### src/rtl/traffic_source.sv
// traffic_source: packet injector for router benches.
// Emits PACKETS packets (0 = unlimited) of FLITS flits over a req/ack channel.
// The head flit carries the destination: fixed, LFSR-random or round-robin.
// Body flits carry {ID, flit index}. A programmable gap separates packets.
//
// Ports:
//   clk        rising-edge clock
//   reset      synchronous, active-low reset
//   en         permission to start a new packet (sampled only while idle)
//   ch_req     flit valid (registered)
//   ch_ack     sink accept; a flit moves on an edge with ch_req & ch_ack
//   ch_data    flit payload, zero while ch_req is low (registered)
//   done       sticky, set once PACKETS packets have transferred (registered)
//   pkt_count  completed packets, wraps modulo 2^CNT_BITS (registered)
//
// Optional feature: define TRAFFIC_SOURCE_RAND_GAP_EN to draw each
// inter-packet gap from the LFSR (lfsr[7:0] mod (GAP+1)) instead of using a
// fixed GAP.
module traffic_source #(
  parameter int unsigned ID       = 0,
  parameter int unsigned SIZE     = 8,
  parameter int unsigned FLITS    = 8,
  parameter int unsigned PACKETS  = 1,
  parameter int unsigned MODE     = 1,
  parameter int unsigned DEST     = 0,
  parameter int unsigned GAP      = 0,
  parameter int unsigned SEED     = 5,
  parameter int unsigned CNT_BITS = 16
) (
  input  logic                clk,
  input  logic                reset,
  input  logic                en,
  output logic                ch_req,
  input  logic                ch_ack,
  output logic [SIZE-1:0]     ch_data,
  output logic                done,
  output logic [CNT_BITS-1:0] pkt_count
);

  localparam int unsigned DEST_BITS = SIZE - 1;
  localparam int unsigned FIDX_BITS = (FLITS > 1) ? $clog2(FLITS) : 1;
  localparam int unsigned GAP_BITS  = (GAP > 0) ? $clog2(GAP + 1) : 1;
  localparam int unsigned BODY_BITS = 32 + FIDX_BITS;
  localparam logic [15:0] LFSR_MASK = 16'hB400;
  localparam logic [15:0] LFSR_INIT = (SEED == 0) ? 16'd1 : 16'(SEED);

  typedef enum logic [2:0] {
    S_IDLE,
    S_HEAD,
    S_BODY,
    S_GAP,
    S_DONE
  } state_t;

  state_t                state, state_n;
  logic [FIDX_BITS-1:0]  flit_idx, flit_idx_n;
  logic [DEST_BITS-1:0]  rr, rr_n;
  logic [DEST_BITS-1:0]  dest_sel;
  logic [15:0]           lfsr, lfsr_n;
  logic [GAP_BITS-1:0]   gap_cnt, gap_n;
  logic [CNT_BITS-1:0]   cnt_n;
  logic                  req_n;
  logic [SIZE-1:0]       data_n;
  logic                  done_n;

  // 16-bit Galois LFSR, right shift
  function automatic logic [15:0] lfsr_next(input logic [15:0] v);
    lfsr_next = {1'b0, v[15:1]} ^ (v[0] ? LFSR_MASK : 16'h0000);
  endfunction

  // Body flit: {ID, idx} LSB-aligned, fitted to the low SIZE-1 bits
  function automatic logic [SIZE-1:0] body_flit(input logic [FIDX_BITS-1:0] idx);
    logic [BODY_BITS-1:0] raw;
    raw       = {32'(ID), idx};
    body_flit = {1'b0, DEST_BITS'(raw)};
  endfunction

  // Destination for the next head, taken from pre-advance LFSR in random mode
  always_comb begin
    case (MODE)
      1:       dest_sel = DEST_BITS'(lfsr);
      2:       dest_sel = rr;
      default: dest_sel = DEST_BITS'(DEST);
    endcase
  end

`ifdef TRAFFIC_SOURCE_RAND_GAP_EN
  logic [GAP_BITS-1:0] gap_load;
  assign gap_load = GAP_BITS'(32'(lfsr[7:0]) % (GAP + 1));
`endif

  // Next-state and registered-output values
  always_comb begin
    state_n    = state;
    flit_idx_n = flit_idx;
    rr_n       = rr;
    lfsr_n     = lfsr;
    gap_n      = gap_cnt;
    cnt_n      = pkt_count;
    req_n      = ch_req;
    data_n     = ch_data;

    case (state)
      S_IDLE: begin
        if (en) begin
          state_n    = S_HEAD;
          flit_idx_n = '0;
          lfsr_n     = lfsr_next(lfsr);
          req_n      = 1'b1;
          data_n     = {1'b1, dest_sel};
        end
      end
      S_HEAD: begin
        if (ch_ack) begin
          rr_n = rr + DEST_BITS'(1);
          if (FLITS > 1) begin
            state_n    = S_BODY;
            flit_idx_n = FIDX_BITS'(1);
            data_n     = body_flit(FIDX_BITS'(1));
          end
        end
      end
      S_BODY: begin
        if (ch_ack && flit_idx != FIDX_BITS'(FLITS - 1)) begin
          flit_idx_n = flit_idx + FIDX_BITS'(1);
          data_n     = body_flit(flit_idx + FIDX_BITS'(1));
        end
      end
      S_GAP: begin
        if (gap_cnt <= GAP_BITS'(1)) state_n = S_IDLE;
        else                         gap_n   = gap_cnt - GAP_BITS'(1);
      end
      S_DONE: state_n = S_DONE;
      default: state_n = S_IDLE;
    endcase

    // Packet completion: last flit accepted this edge
    if (ch_ack && ((state == S_HEAD && FLITS == 1) ||
                   (state == S_BODY && flit_idx == FIDX_BITS'(FLITS - 1)))) begin
      cnt_n      = pkt_count + CNT_BITS'(1);
      flit_idx_n = '0;
      req_n      = 1'b0;
      data_n     = '0;
      if (PACKETS != 0 && cnt_n == CNT_BITS'(PACKETS)) begin
        state_n = S_DONE;
`ifdef TRAFFIC_SOURCE_RAND_GAP_EN
      end else if (GAP > 0) begin
        lfsr_n = lfsr_next(lfsr);
        if (gap_load != '0) begin
          state_n = S_GAP;
          gap_n   = gap_load;
        end else begin
          state_n = S_IDLE;
        end
`else
      end else if (GAP > 0) begin
        state_n = S_GAP;
        gap_n   = GAP_BITS'(GAP);
`endif
      end else begin
        state_n = S_IDLE;
      end
    end

    done_n = (state_n == S_DONE);
  end

  // State and output registers
  always_ff @(posedge clk) begin
    if (!reset) begin
      state     <= S_IDLE;
      flit_idx  <= '0;
      rr        <= DEST_BITS'(DEST);
      lfsr      <= LFSR_INIT;
      gap_cnt   <= '0;
      pkt_count <= '0;
      ch_req    <= 1'b0;
      ch_data   <= '0;
      done      <= 1'b0;
    end else begin
      state     <= state_n;
      flit_idx  <= flit_idx_n;
      rr        <= rr_n;
      lfsr      <= lfsr_n;
      gap_cnt   <= gap_n;
      pkt_count <= cnt_n;
      ch_req    <= req_n;
      ch_data   <= data_n;
      done      <= done_n;
    end
  end

endmodule
### config.mk
export PLATFORM = sky130hd
export DESIGN_NAME = traffic_source
export DESIGN_NICKNAME = d
export VERILOG_FILES = /design/src/rtl/traffic_source.sv
export SDC_FILE = /design/constraint.sdc
export NUM_CORES = 1
export LEC_CHECK = 0
export CORE_MARGIN = 3
export CORE_UTILIZATION = 38
export DETAILED_ROUTE_END_ITERATION = 10
export DONT_BUFFER_PORTS = 1
export PLACE_DENSITY = 0.64
export SETUP_SLACK_MARGIN = 0.02
export SYNTH_ARGS = -nofsm -noshare
export SYNTH_HDL_FRONTEND = slang
export SYNTH_SLANG_ARGS = --single-unit
### constraint.sdc
create_clock -name clk -period 4.2 [get_ports clk]
set_input_delay 0.63 -clock clk [delete_from_list [all_inputs] [get_ports clk]]
set_output_delay 0.63 -clock clk [all_outputs]
set_load 0.05 [all_outputs]
==> out/qor.yml <==
route:
  via_per_inst: 5.29
  via_count: 1760
  drt_wl_total_um: 4510
  drt_iter0_drc: 89
  drc: 0
  ant_nets: 0
  avgRoutedWirePerCell_um: 13.5
  first_pass_iters: 4
clock_network:
  cts_resized: 0
  h-tree-depth: 2
  cts_hold_buf: 0
  cts_setup_buffers: 0
  cts_buffers: 5
  cts_tree: "done"
  clk_pin_slew_ns: 0.10
  cts.sinks: 48
  cts_root_buf: "clkbuf_8"
  clockBufferDepth: 2
  clk_latency_ns: 0.30
power:
  power.share.sequential: 0.526
  power.leakage_nw: 0.892
  pwr-share-clk: 0.423
  intPower_uw: 731
  combPwrFrac: 0.052
  p_per_area_nw_per_um2: 387
  swShare: 0.226
  p_switching_uw: 213
  ir_drop_uv: 194
critical_path:
  reg2reg_to: "state[2]"
  reg2regPathDepth: 5
  cp_data_required_time_ns: 4.44
  critPathLaunchType: "flop"
  end_kind: "flop"
  rrSetupSlack_ns: 1.88
  cp.arrival_ns: 2.56
  critical_path_class: "flop to flop"
  cp_max_fo: 8
  timing.rr.start: "pkt_count[6]"
min_path:
  hold_depth: 1
  hold_end: "lfsr[0]"
  min-delay-start: "reset"
  hold_path_class: "primary input to flop"
floorplan:
  core-area_um2: 5640
  start_util: 0.403
  dieHeight_um: 83.4
  fp-row-count: 27
  design.portCount: 30
  die_x_um: 83.4
  dieArea_um2: 6950
timing:
  min_period_over_period: 0.553
  hold_viol: 0
  fmax_ghz: 0.431
  setup_viol: 0
  fin_skew_ns: 0.0149
  drv_slew: 0
  post-route-min-period_ns: 2.32
  fin_setup_tns_ns: 0
  rsz0062_at_grt: "no"
  worstMarginPinSlew_ns: 0.738
  slew_headroom: 0.508
grt:
  grt_antenna_before_repair: 0
  grt_first_pass_wirelength_um: 7890
  grt_max_degree: 37
  grt_pass1_vias: 1718
  grt.total_usage: 0.135
  grt_overflow: 0
yosys:
  synthArstFlopShare: 0
  ys_types: 41
  synth_nets: 278
  yosys.area.top_type: "dfxtp_1"
  synth_area_leaders: "dfxtp_1 (42%), nand2_1 (9.2%), xnor2_1 (4.6%), a21boi_0 (4.3%), and2_1 (4.1%)"
  yosys_warnings: 0
  netlist.area_leader.share: 0.422
  synthFlopType: "dfxtp_1"
  synth_area_per_cell_um2: 8.43
  syn-instance-count: 270
  yosysMostFrequentCell: "nand2_1"
  synth_edf_count: 0
  ys_seq_elements: 48
  synth_common_cells: "nand2_1 (56), dfxtp_1 (48), clkbuf_1 (16), and2_1 (15)"
  syn_area_um2: 2280
  yosysSeqAreaShare: 0.422
placed_design:
  gp_congestion: 0.862
  port_buffers: 0
  post-dp-hpwl_um: 3180
outcome:
  outcome: "completed"
finish:
  syn2layout_area_growth_pct: 7.31
  n_antenna_cell: 0
  layout.nets: 268
  fin_util: 0.433
  final_layout_size_suffix_gt1_frac: 0.0613
job:
  drv_cap: 0
==> placed cells by master (no fill, tap or decap), types with 2 or more instances in the layout <==
cell type / instances
nand2_1: 56
a21o_1: 2
inv_1: 6
nand2b_1: 2
clkbuf_8: 5
xor2_1: 9
a21boi_0: 13
a21oi_1: 13
dfxtp_1: 48
o211a_1: 3
bufinv_16: 2
a31oi_1: 5
a211oi_1: 3
and2_1: 15
nor4_1: 5
nor2_1: 5
o21ai_0: 3
nand4_1: 3
nand3_1: 10
and3_1: 4
or3_1: 2
xnor2_1: 12
nor2b_1: 3
nor3_1: 9
ha_1: 4
o21ai_1: 2
==> worst max path at each step <==
| stage | from | end | slack, ns |
|---|---|---|---|
| after floorplan | pkt_count[10] | done | 2.01 |
| after global placement | pkt_count[8] | done | 2.01 |
| after detailed placement | pkt_count[3] | state[2] | 1.93 |
| after CTS | pkt_count[3] | state[2] | 1.89 |
| after global routing | pkt_count[3] | state[2] | 1.73 |
| final | pkt_count[6] | state[2] | 1.88 |
==> registers in the layout, summed over array words and instances (netlist names) <==
register	flops
state	3
flit_idx	3
lfsr	16
done	1
ch_req	1
pkt_count	16
ch_data	8
==> critical path: stages, from the launching register on <==
cell and delay, ns:
dfxtp_1 0.81, nand2_1 0.35, nor3_1 0.35, o2111ai_1 0.17, a2111o_1 0.47, o21ai_1 0.12
==> cell type report <==
class	count	area, um^2
sequential	48	961
tap	72	90.1
fill	574	3200
multi-input combinational	198	1220
clock buffer	5	68.8
inverter	6	22.5
timing repair buffer	1	7.51
clock inverter	3	68.8
==> through the flow <==
stage	worst slack, ns	std cells	hold WS (ns)	power (mW)	area [um^2]
global placement	2.01	325	0.447	0.556	2300
floorplan	2.01	270	0.436	0.550	2280
CTS	1.89	333	0.392	0.956	2440
detailed placement	1.93	325	0.458	0.557	2300
global route	1.73	333	0.391	0.982	2440
finish	1.88	333	0.401	0.945	2440
==> routing by layer <==
layer	GRT usage	wire, um
met1	0.164	2160
met2	0.224	2070
met3	0.0427	204
met4	0.0446	82
met5	0	0
==> logic make-up (layout without fill, tap and decap cells) <==
family / Yosys count / after routing / share of synthesized area
AND/OR/NAND/NOR: 123 / 123 / 0.274
flip-flops: 48 / 48 / 0.422
AO/OA/AOI/OAI: 49 / 49 / 0.154
XOR/XNOR: 21 / 21 / 0.0808
adder cells (fa/ha/maj): 4 / 4 / 0.0220
buffers and inverters: 24 / 15 / 0.0429
multiplexers: 1 / 1 / 0.00440
==> power groups by stage <==
| stage | sequential [mW] | combinational, mW | clock [mW] |
|---|---|---|---|
| 6_report | 0.497 | 0.0490 | 0.399 |
| 5_1_grt | 0.499 | 0.0565 | 0.426 |
| 4_1_cts | 0.497 | 0.0502 | 0.409 |
| 3_5_place_dp | 0.507 | 0.0500 | 0 |
| 3_3_place_gp | 0.507 | 0.0488 | 0 |
| 2_1_floorplan | 0.502 | 0.0485 | 0 |
(Power assumes the default switching activity.)
